==> src/rtl/serial_adder_pkg.sv <==
// Shared definitions for the bit-serial adder: state encodings and default width.
package serial_adder_pkg;

  localparam int DEFAULT_WIDTH = 8;

  localparam logic [1:0] ST_IDLE  = 2'd0;
  localparam logic [1:0] ST_SHIFT = 2'd1;
  localparam logic [1:0] ST_DONE  = 2'd2;

  typedef enum logic [1:0] {
    IDLE  = ST_IDLE,
    SHIFT = ST_SHIFT,
    DONE  = ST_DONE
  } state_t;

endpackage

==> src/rtl/serial_adder_full_adder.sv <==
// One-bit full adder cell; the serial adder drives it one bit per clock.
module full_adder (
  input  logic a,
  input  logic b,
  input  logic cin,
  output logic sout,
  output logic cout
);

  assign sout = a ^ b ^ cin;
  assign cout = (a & b) | (cin & (a ^ b));

endmodule

==> src/rtl/serial_adder.sv <==
// Bit-serial adder: operands are shifted LSB-first through one full_adder,
// carry is held in a flop between bits, and sum bits shift in from the MSB.
//
// state | meaning
// IDLE  | in_ready high, waiting for in_valid to load operands and cin
// SHIFT | one bit per edge through the full adder, WIDTH edges total
// DONE  | out_valid high, sum/cout frozen until out_ready
module serial_adder
  import serial_adder_pkg::*;
#(
  parameter int WIDTH = DEFAULT_WIDTH
) (
  input  logic             clk,
  input  logic             rst,
  input  logic             in_valid,
  output logic             in_ready,
  input  logic [WIDTH-1:0] a,
  input  logic [WIDTH-1:0] b,
  input  logic             cin,
  output logic             out_valid,
  input  logic             out_ready,
  output logic [WIDTH-1:0] sum,
  output logic             cout
);

  localparam int CW = $clog2(WIDTH + 1);
  localparam logic [CW-1:0] LAST = CW'(WIDTH - 1);

  state_t           state;
  logic [WIDTH-1:0] a_sr;
  logic [WIDTH-1:0] b_sr;
  logic [WIDTH-1:0] sum_sr;
  logic             carry;
  logic [CW-1:0]    cnt;
  logic             fa_sout;
  logic             fa_cout;
  logic [WIDTH:0]   sum_next;

  full_adder u_fa (
    .a    (a_sr[0]),
    .b    (b_sr[0]),
    .cin  (carry),
    .sout (fa_sout),
    .cout (fa_cout)
  );

  // Widened so the right shift also works when WIDTH is 1.
  assign sum_next = {fa_sout, sum_sr};

  assign in_ready  = (state == IDLE);
  assign out_valid = (state == DONE);
  assign sum       = sum_sr;
  assign cout      = carry;

  always_ff @(posedge clk) begin
    if (rst) begin
      state  <= IDLE;
      a_sr   <= '0;
      b_sr   <= '0;
      sum_sr <= '0;
      carry  <= 1'b0;
      cnt    <= '0;
    end else begin
      case (state)
        IDLE: begin
          if (in_valid) begin
            a_sr  <= a;
            b_sr  <= b;
            carry <= cin;
            cnt   <= '0;
            state <= SHIFT;
          end
        end
        SHIFT: begin
          a_sr   <= a_sr >> 1;
          b_sr   <= b_sr >> 1;
          sum_sr <= sum_next[WIDTH:1];
          carry  <= fa_cout;
          cnt    <= cnt + CW'(1);
          if (cnt == LAST) state <= DONE;
        end
        DONE: begin
          if (out_ready) state <= IDLE;
        end
        default: state <= IDLE;
      endcase
    end
  end

endmodule
==> config.mk <==
export PLATFORM = sky130hd
export DESIGN_NAME = serial_adder
export DESIGN_NICKNAME = d
export VERILOG_FILES = /design/src/rtl/serial_adder_pkg.sv /design/src/rtl/serial_adder_full_adder.sv /design/src/rtl/serial_adder.sv
export SDC_FILE = /design/constraint.sdc
export NUM_CORES = 1
export LEC_CHECK = 0
export ABC_AREA = 1
export CAP_MARGIN = 10
export CORE_MARGIN = 3
export CORE_UTILIZATION = 56
export CTS_BUF_LIST = sky130_fd_sc_hd__clkbuf_8
export CTS_CLUSTER_DIAMETER = 120
export DETAILED_ROUTE_END_ITERATION = 6
export PLACE_DENSITY = 0.88
export SETUP_SLACK_MARGIN = 0.15
export SLEW_MARGIN = 20
export SYNTH_ARGS = -nofsm -noshare
export SYNTH_HDL_FRONTEND = slang
export SYNTH_HIERARCHICAL = 1
export SYNTH_SLANG_ARGS = --single-unit
==> constraint.sdc <==
create_clock -name clk -period 3.89 [get_ports clk]
set_clock_uncertainty 0.15 [all_clocks]
set_input_delay 0.389 -clock clk [delete_from_list [all_inputs] [get_ports clk]]
set_output_delay 0.389 -clock clk [all_outputs]
set_load 0.02 [all_outputs]
* After elaboration in Yosys (flattened, before gate mapping)
Cells that the tools add are included.
** Storage, ports and cells
- Flip-flop bits (word level) :: 31
- Input bits :: 21
- Output and inout bits :: 11
- Logic and storage cells :: 34
** Cells by class
- Add/sub/neg operators :: 1
- Equality and inequality tests :: 6
- Mux-type cells :: 12
- Bitwise operators :: 5
- Reduce and logical (&&, ||, !) cells :: 4
** Operator list (count)
- 8-bit one-hot mux with 2 select lines :: 2
- 8-bit 2-to-1 mux :: 2
- 4-bit one-hot mux with 2 select lines :: 1
- 2-bit 2-to-1 mux :: 3
- 2-bit one-hot mux with 3 select lines :: 1
- 4-bit by 1-bit adder with 4-bit output, second input constant :: 1
- 4-bit by 3-bit equality test with 1-bit output, second input constant :: 1
- 4-bit 2-to-1 mux :: 1
- 2-bit inequality test, second input constant :: 2
- 3-bit AND reduction :: 1
- 1-bit AND :: 2
- 2-bit by 1-bit equality test with 1-bit output, second input constant :: 1
- 2-bit equality test, second input constant :: 1
- 2-bit zero test :: 1
- 2-bit by 1-bit inequality test with 1-bit output, second input constant :: 1
- 1-bit one-hot mux with 2 select lines :: 1
- 2-bit AND reduction :: 1
- 2-bit nonzero test :: 1
- 1-bit XOR :: 2
- 1-bit 2-to-1 mux :: 1
- 1-bit OR :: 1

* Logic depth before layout (Yosys ltp)
Gate-level depths: netlist of the first run.
- Depth after elaboration :: 4
- Gate-level depth with buffers :: 8

* By module
The synthesis of the first run kept the hierarchy.
** By module, submodules not included
- serial_adder :: instances 1, cells an instance 209, area each 1447.6 sq um, seq. area each 620.6 sq um
- full_adder :: instances 1, cells an instance 1, area each 20.0 sq um, seq. area each 0.0 sq um

* Worst setup path before layout of the first run
Ideal clock, no wire load.
- Path kind :: reg-to-output
- From :: register state[1]
- To :: output out_valid
- Data arrival time :: 0.840 ns
- Required time :: 3.351 ns
- Setup slack :: 2.511 ns
- Cell stages (with the launch flop) :: 3
- Path buffers :: 0
- Cells stage by stage :: dfxtp_1 -> inv_2 -> nor2_1
** On the way
- Longest elaborated chain between the ends :: 1
** Ends and longest elaborated chain
- from (decl) :: line serial_adder.sv:29 : state_t state;
- from (signal assigned) :: line serial_adder.sv:57 : state <= IDLE;
- from (signal assigned) :: line serial_adder.sv:71 : state <= SHIFT;
- from (signal assigned) :: line serial_adder.sv:80 : if (cnt == LAST) state <= DONE;
- 2-bit equality test :: line serial_adder.sv:51 : assign out_valid = (state == DONE);
- to (decl) :: line serial_adder.sv:20 : output logic out_valid,
No other way between the ends.

* Worst setup path in the final report of the first run
- From :: register state[0]
- To :: output in_ready
** On the way
- Longest elaborated chain between the ends :: 1
** Ends and longest elaborated chain
- 2-bit zero test :: line serial_adder.sv:50 : assign in_ready = (state == IDLE);
- to (decl) :: line serial_adder.sv:16 : output logic in_ready,
No other way between the ends.

==> flow_metrics.py, run 1 <==
metrics = {
    "run_status": {
        "status": "finished, final reports clean",
    },
    "clock_tree": {
        "cts_buffers": 5,
        "cts_tree": "done",
        "cts_resized": 0,
        "clockRootBuffer": "clkbuf_8",
        "clock_latency_ns": 0.28,
        "cts_setup_buffers": 0,
        "cts_hold_buf": 0,
        "clkSinkCount": 31,
        "htreeDepth": 2,
        "cts.reportedPaths.clkPinSlew_ns": 0.06,
        "cts_max_path_buffers": 2,
    },
    "timing": {
        "layout_min_cycle_time_ns": 2.335,
        "finalHoldViolations": 0,
        "timing.fmax_mhz": 428.3,
        "worst_slack_ns": 1.555,
        "slew_headroom_pct": 51.22,
        "worst_slew_pin_slew_ns": 0.7294,
        "fin_setup_tns_ns": 0,
        "rsz0062_at_grt": "no",
        "setup_viol_count_final": 0,
        "post-route-period-util_pct": 60.02,
        "slew_violations": 0,
    },
    "yosys": {
        "synthDistinctLibCells": 19,
        "syn_nets": 233,
        "yosys_warnings": 6,
        "synth-xor-area-share_pct": 0,
        "synthSimpleGateAreaFrac_pct": 36.91,
        "synth_top_area_share_pct": 42.28,
        "ys_ff_latch": 31,
        "synth_top_family_by_area": "simple AND/OR/NAND/NOR gates",
        "synthTopCellsByArea": "dfxtp_1 42%, nor2_1 12%, nand2_1 11%",
        "syn_area_um2": 1468,
        "synth_mux_area_share_pct": 0,
        "syn_avg_cell_area_um2": 6.989,
        "synth_compound_area_share_pct": 7.673,
        "synth_top_area_cell": "dfxtp_1",
        "synth_cells": 210,
        "synth-seq-area-share_pct": 42.28,
        "synth_fa_ha_area_share_pct": 2.217,
    },
    "route": {
        "drc": 0,
        "first_iter_violations": 60,
        "routed_via_density": 5.179,
        "vias": 1388,
        "drtAntennaViolNets": 0,
        "dr.pass1.iters": 4,
        "drt-wirelength-per-cell_um": 12.16,
        "drt-total-wl_um": 3258,
    },
    "power_and_ir_drop": {
        "leakagePower_nw": 0.8290,
        "p_int_mw": 0.5793,
        "ir_drop_mv": 0.3814,
        "total_power_mw": 0.8178,
        "swShare_pct": 29.17,
        "p_comb_share_pct": 21.6,
        "pwr-share-clk_pct": 33.4,
        "sequentialPowerShare_pct": 45.0,
        "cellPowerDensity_nw_per_um2": 444.1,
        "switching_power_mw": 0.2385,
    },
    "critical_path": {
        "worst-path-stages": 2,
        "crit_fanout": 17,
        "critPathTopFamily": "buffers and inverters",
        "worst_setup_path_start_kind": "flop",
        "critical_path.max_stage_delay_ns": 0.68,
        "reg2regPathDepth": 6,
        "timing_worst_setup_path_type": "reg2out",
        "endpoint_kind": "output pin",
        "path_cells": "nor2_4, clkdlybuf4s50_1",
        "cp.arrival_ns": 1.80,
        "path_buf_inv": 1,
        "crit_slowest_cell": "clkdlybuf4s50_1",
        "required_ns": 3.35,
        "r2r_slack_ns": 2.06,
    },
    "die": {
        "initial_utilization_pct": 62.73,
        "core-area_um2": 2340,
        "die_area_um2": 3271,
        "pin_count": 32,
        "die_h_um": 57.20,
        "rows": 17,
        "die-width_um": 57.20,
    },
    "finish": {
        "fin_area_um2": 1842,
        "antenna_cells": 0,
        "fin_util_pct": 78.72,
        "fillCellCount": 180,
        "layout-drive-gt1-share_pct": 7.083,
        "area_growth_pct": 25.49,
        "fin_nets": 262,
    },
    "grt": {
        "antenna_found_initial": 0,
        "grt_max_degree": 29,
        "grt_pass1_vias": 1271,
        "gr-total-overflow": 0,
        "grt_first_pass_wirelength_um": 5250,
        "grt_usage_pct": 21.39,
    },
    "job": {
        "cap_violations": 0,
    },
    "placement": {
        "hpwl_um": 2229,
        "pre_cts_ws_ns": 1.700,
        "gp_congestion": 0.8045,
        "place_area_um2": 1742,
        "io_buffers": 31,
    },
    "hold_path": {
        "min_path_cells": 2,
        "hp-class": "reg2reg",
    },
}
layer usage:
metal / track usage [%] / share of wire (%) / up-vias
met2: 34.58 / 49 / 52
met5: 0 / 0 / -
li1: - / - / 709
met1: 22.45 / 41 / 615
met3: 6.787 / 6.8 / 12
met4: 17.88 / 3.0 / 0
layout by cell type, fill, tap and decap left out:
cell,count
a21oi_1,9
inv_4,1
o21ai_2,2
nand2_2,1
inv_1,22
clkdlybuf4s50_1,31
fa_1,1
nand3_1,29
dfxtp_1,31
nand2_4,3
nor2_1,45
nand2_1,44
inv_2,1
clkbuf_8,7
ha_1,1
o21ai_0,10
nor2_4,2
worst paths after layout:
kind | endpoint | from
worst max register to register | cnt[3] | state[0]
worst min register to register | b_sr[7] | b_sr[7]
worst max-delay path | in_ready | state[0]
worst min-delay path | b_sr[7] | b_sr[7]
power by group through the flow:
stage	Sequential [mW]	Clock, mW	Combinational (mW)
after floorplan	0.380	0	0.112
after global placement	0.373	0	0.168
after detailed placement	0.375	0	0.174
after CTS	0.368	0.278	0.176
after global routing	0.371	0.297	0.193
final	0.368	0.273	0.177
cells in the mapped netlist (all sizes together):
cell type / number
clkbuf: 1
dfxtp: 31
inv: 23
nor2: 47
o21ai: 12
nand3: 29
a21oi: 9
nand2: 48
ha: 1
fa: 1
buf: 8
flip-flops by register name (all words and copies together), names as in the netlist:
register and flops:
a_sr 8, b_sr 8, cnt 4, cout 1, state 2, sum 8
worst reg2reg max path, delay by kind of cell (launching register included):
family / cells / cell delay (ns)
buf+inv: 1 / 0.05
flops: 1 / 0.59
simple gates: 5 / 0.97
metrics by stage:
step / cells / hold slack (ns)
after floorplan: 210 / 0.2882
after global placement: 260 / 0.3055
after detailed placement: 260 / 0.3132
after CTS: 268 / 0.3219
after global routing: 268 / 0.3426
final: 268 / 0.3191
cells by family (layout without fill, tap and decap cells):
| family | Yosys count | in the layout |
|---|---|---|
| AOI/OAI and AO/OA | 21 | 21 |
| adders and majority gates | 2 | 2 |
| buffers and inverters | 32 | 62 |
| DFF | 31 | 31 |
| and+or+nand+nor | 124 | 124 |
layout make-up:
type / count / area [µm²] / area share, %
tap: 28 / 35.03 / 1.902
sequential: 31 / 620.6 / 33.70
timing repair buffer: 31 / 310.3 / 16.85
inverter: 23 / 88.84 / 4.823
multi-input combinational: 147 / 686.9 / 37.30
clock buffer: 7 / 96.34 / 5.231
clock inverter: 1 / 3.754 / 0.2038
Power figures use the tool's default switching activity.
==> run 2, diff against run 1 <==
--- a/config.mk
+++ b/config.mk
@@ -8,11 +8,11 @@
 export ABC_AREA = 1
 export CAP_MARGIN = 10
 export CORE_MARGIN = 3
-export CORE_UTILIZATION = 56
+export CORE_UTILIZATION = 47
 export CTS_BUF_LIST = sky130_fd_sc_hd__clkbuf_8
 export CTS_CLUSTER_DIAMETER = 120
 export DETAILED_ROUTE_END_ITERATION = 6
-export PLACE_DENSITY = 0.88
+export PLACE_DENSITY = 0.79
 export SETUP_SLACK_MARGIN = 0.15
 export SLEW_MARGIN = 20
 export SYNTH_ARGS = -nofsm -noshare
==> constraint.sdc (replaced) <==
create_clock -name clk -period 1.9 [get_ports clk]
set_clock_uncertainty 0.15 [all_clocks]
set_input_delay 0.19 -clock clk [delete_from_list [all_inputs] [get_ports clk]]
set_output_delay 0.19 -clock clk [all_outputs]
set_load 0.02 [all_outputs]
==> run 2 against run 1 <==
Cell count is 7.1% higher. Critical path depth is 1 lower. Core utilization is 11 points lower. Sequential cell count stayed put. Critical endpoint is now cout. Largest power group is now the clock network.
==> flow_metrics.py, run 2 (synthesis gave the netlist of run 1 again) <==
metrics = {
    "critical_path": {
        "critical_path.max_stage_delay_ns": 0.63,
        "required_ns": 1.56,
        "endpoint_kind": "output pin",
        "crit_fanout": 3,
        "crit_slowest_cell": "clkdlybuf4s50_1",
        "timing_worst_setup_path_type": "reg2out",
        "path_buf_inv": 1,
        "cp.arrival_ns": 1.32,
        "path_cells": "clkdlybuf4s50_1",
        "worst_setup_path_start_kind": "flop",
        "critPathTopFamily": "buffers and inverters",
    },
    "route": {
        "vias": 1381,
        "drc": 0,
        "routed_via_density": 4.812,
        "drtAntennaViolNets": 0,
        "first_iter_violations": 103,
        "drt-total-wl_um": 3135,
        "dr.pass1.iters": 4,
        "drt-wirelength-per-cell_um": 10.92,
    },
    "finish": {
        "layout_commonest_cell": "nor2_1",
        "fin_nets": 267,
        "fillCellCount": 271,
        "layout-drive-gt1-share_pct": 9.796,
        "area_growth_pct": 32.31,
        "fin_cells": 287,
        "ff_latch_area_um2": 623.1,
        "antenna_cells": 0,
        "fin_util_pct": 67.51,
        "final_cell_mix": "45 x nor2_1, 44 x nand2_1, 29 x nand3_1, 29 x dfxtp_1, 29 x clkdlybuf4s50_1",
        "fin_area_um2": 1942,
        "multi_input_area_um2": 686.9,
    },
    "grt": {
        "grt_first_pass_wirelength_um": 5244,
        "grt_usage_pct": 18.97,
        "grt_pass1_vias": 1230,
        "antenna_found_initial": 0,
        "grt_max_degree": 20,
        "gr-total-overflow": 0,
    },
    "placement": {
        "pre_cts_ws_ns": 0.2663,
        "hpwl_um": 2172,
        "place_area_um2": 1809,
        "gp_congestion": 0.7801,
        "io_buffers": 31,
        "placed_cells": 279,
    },
    "run_status": {
        "status": "finished, final reports clean",
    },
    "clock_tree": {
        "cts_max_path_buffers": 2,
        "cts_resized": 4,
        "clkSinkCount": 31,
        "cts.reportedPaths.clkPinSlew_ns": 0.07,
        "htreeDepth": 2,
        "cts_tree": "done",
        "cts_setup_buffers": 0,
        "cts_hold_buf": 0,
        "cts_buffers": 5,
        "clock_latency_ns": 0.28,
        "clockRootBuffer": "clkbuf_8",
    },
    "timing": {
        "slew_violations": 0,
        "finalHoldViolations": 0,
        "post-route-period-util_pct": 87.18,
        "rsz0062_at_grt": "no",
        "timing.fmax_mhz": 603.7,
        "fin_setup_tns_ns": 0,
        "worst_slew_pin_slew_ns": 0.4678,
        "worst_slack_ns": 0.2435,
        "layout_min_cycle_time_ns": 1.656,
        "whs_ns": 0.2982,
        "setup_viol_count_final": 0,
        "slew_headroom_pct": 68.78,
    },
    "power_and_ir_drop": {
        "leakagePower_nw": 0.8757,
        "total_power_mw": 1.893,
        "cellPowerDensity_nw_per_um2": 975.0,
        "ir_drop_mv": 0.7196,
    },
    "hold_path": {
        "hp-class": "in2reg",
    },
    "die": {
        "pin_count": 32,
        "die-width_um": 61.88,
        "rows": 19,
        "die_h_um": 61.88,
        "core-area_um2": 2877,
        "initial_utilization_pct": 51.02,
        "die_area_um2": 3829,
    },
    "job": {
        "cap_violations": 0,
    },
}
==> run 2: cell types whose count changed in the layout (fill, tap and decap cells not counted) <==
cell / previous run / this run
clkdlybuf4s50_1: 31 / 29
dfxtp_1: 31 / 29
buf_4: 0 / 4
dlygate4sd2_1: 0 / 2
clkbuf_8: 7 / 5
bufinv_16: 0 / 2
buf_12: 0 / 1
dfxtp_2: 0 / 2
==> run 2: path summary, 6_finish.rpt <==
check,from,slack (ns),endpoint,cells after the start
max reg2reg,state[0],0.49,a_sr[4],7
min reg2reg,a_sr[7],0.32,a_sr[7],2
max,cout,0.24,cout,1
min,a[7],0.30,a_sr[7],3
==> run 2: power breakdown <==
group	internal, mW	total (mW)	switching [mW]
Sequential	0.708	0.753	0.0457
Combinational	0.169	0.376	0.207
Clock	0.519	0.764	0.246
==> run 2: area by class of cell <==
| cell class | count | share of cell area [%] |
|---|---|---|
| clock inverter | 3 | 3.286 |
| sequential | 31 | 32.09 |
| multi-input combinational | 147 | 35.37 |
| timing repair buffer | 36 | 18.43 |
| inverter | 23 | 4.575 |
| tap | 42 | 2.706 |
| clock buffer | 5 | 3.544 |
==> run 2: per-layer routing <==
layer  global-route usage [%]  up-vias  wire length, µm
li1                         -      726                -
met1                    23.18      602             1408
met2                    29.60       45             1446
met3                    6.198        8              202
met4                    10.00        0               78
met5                        0        -                0
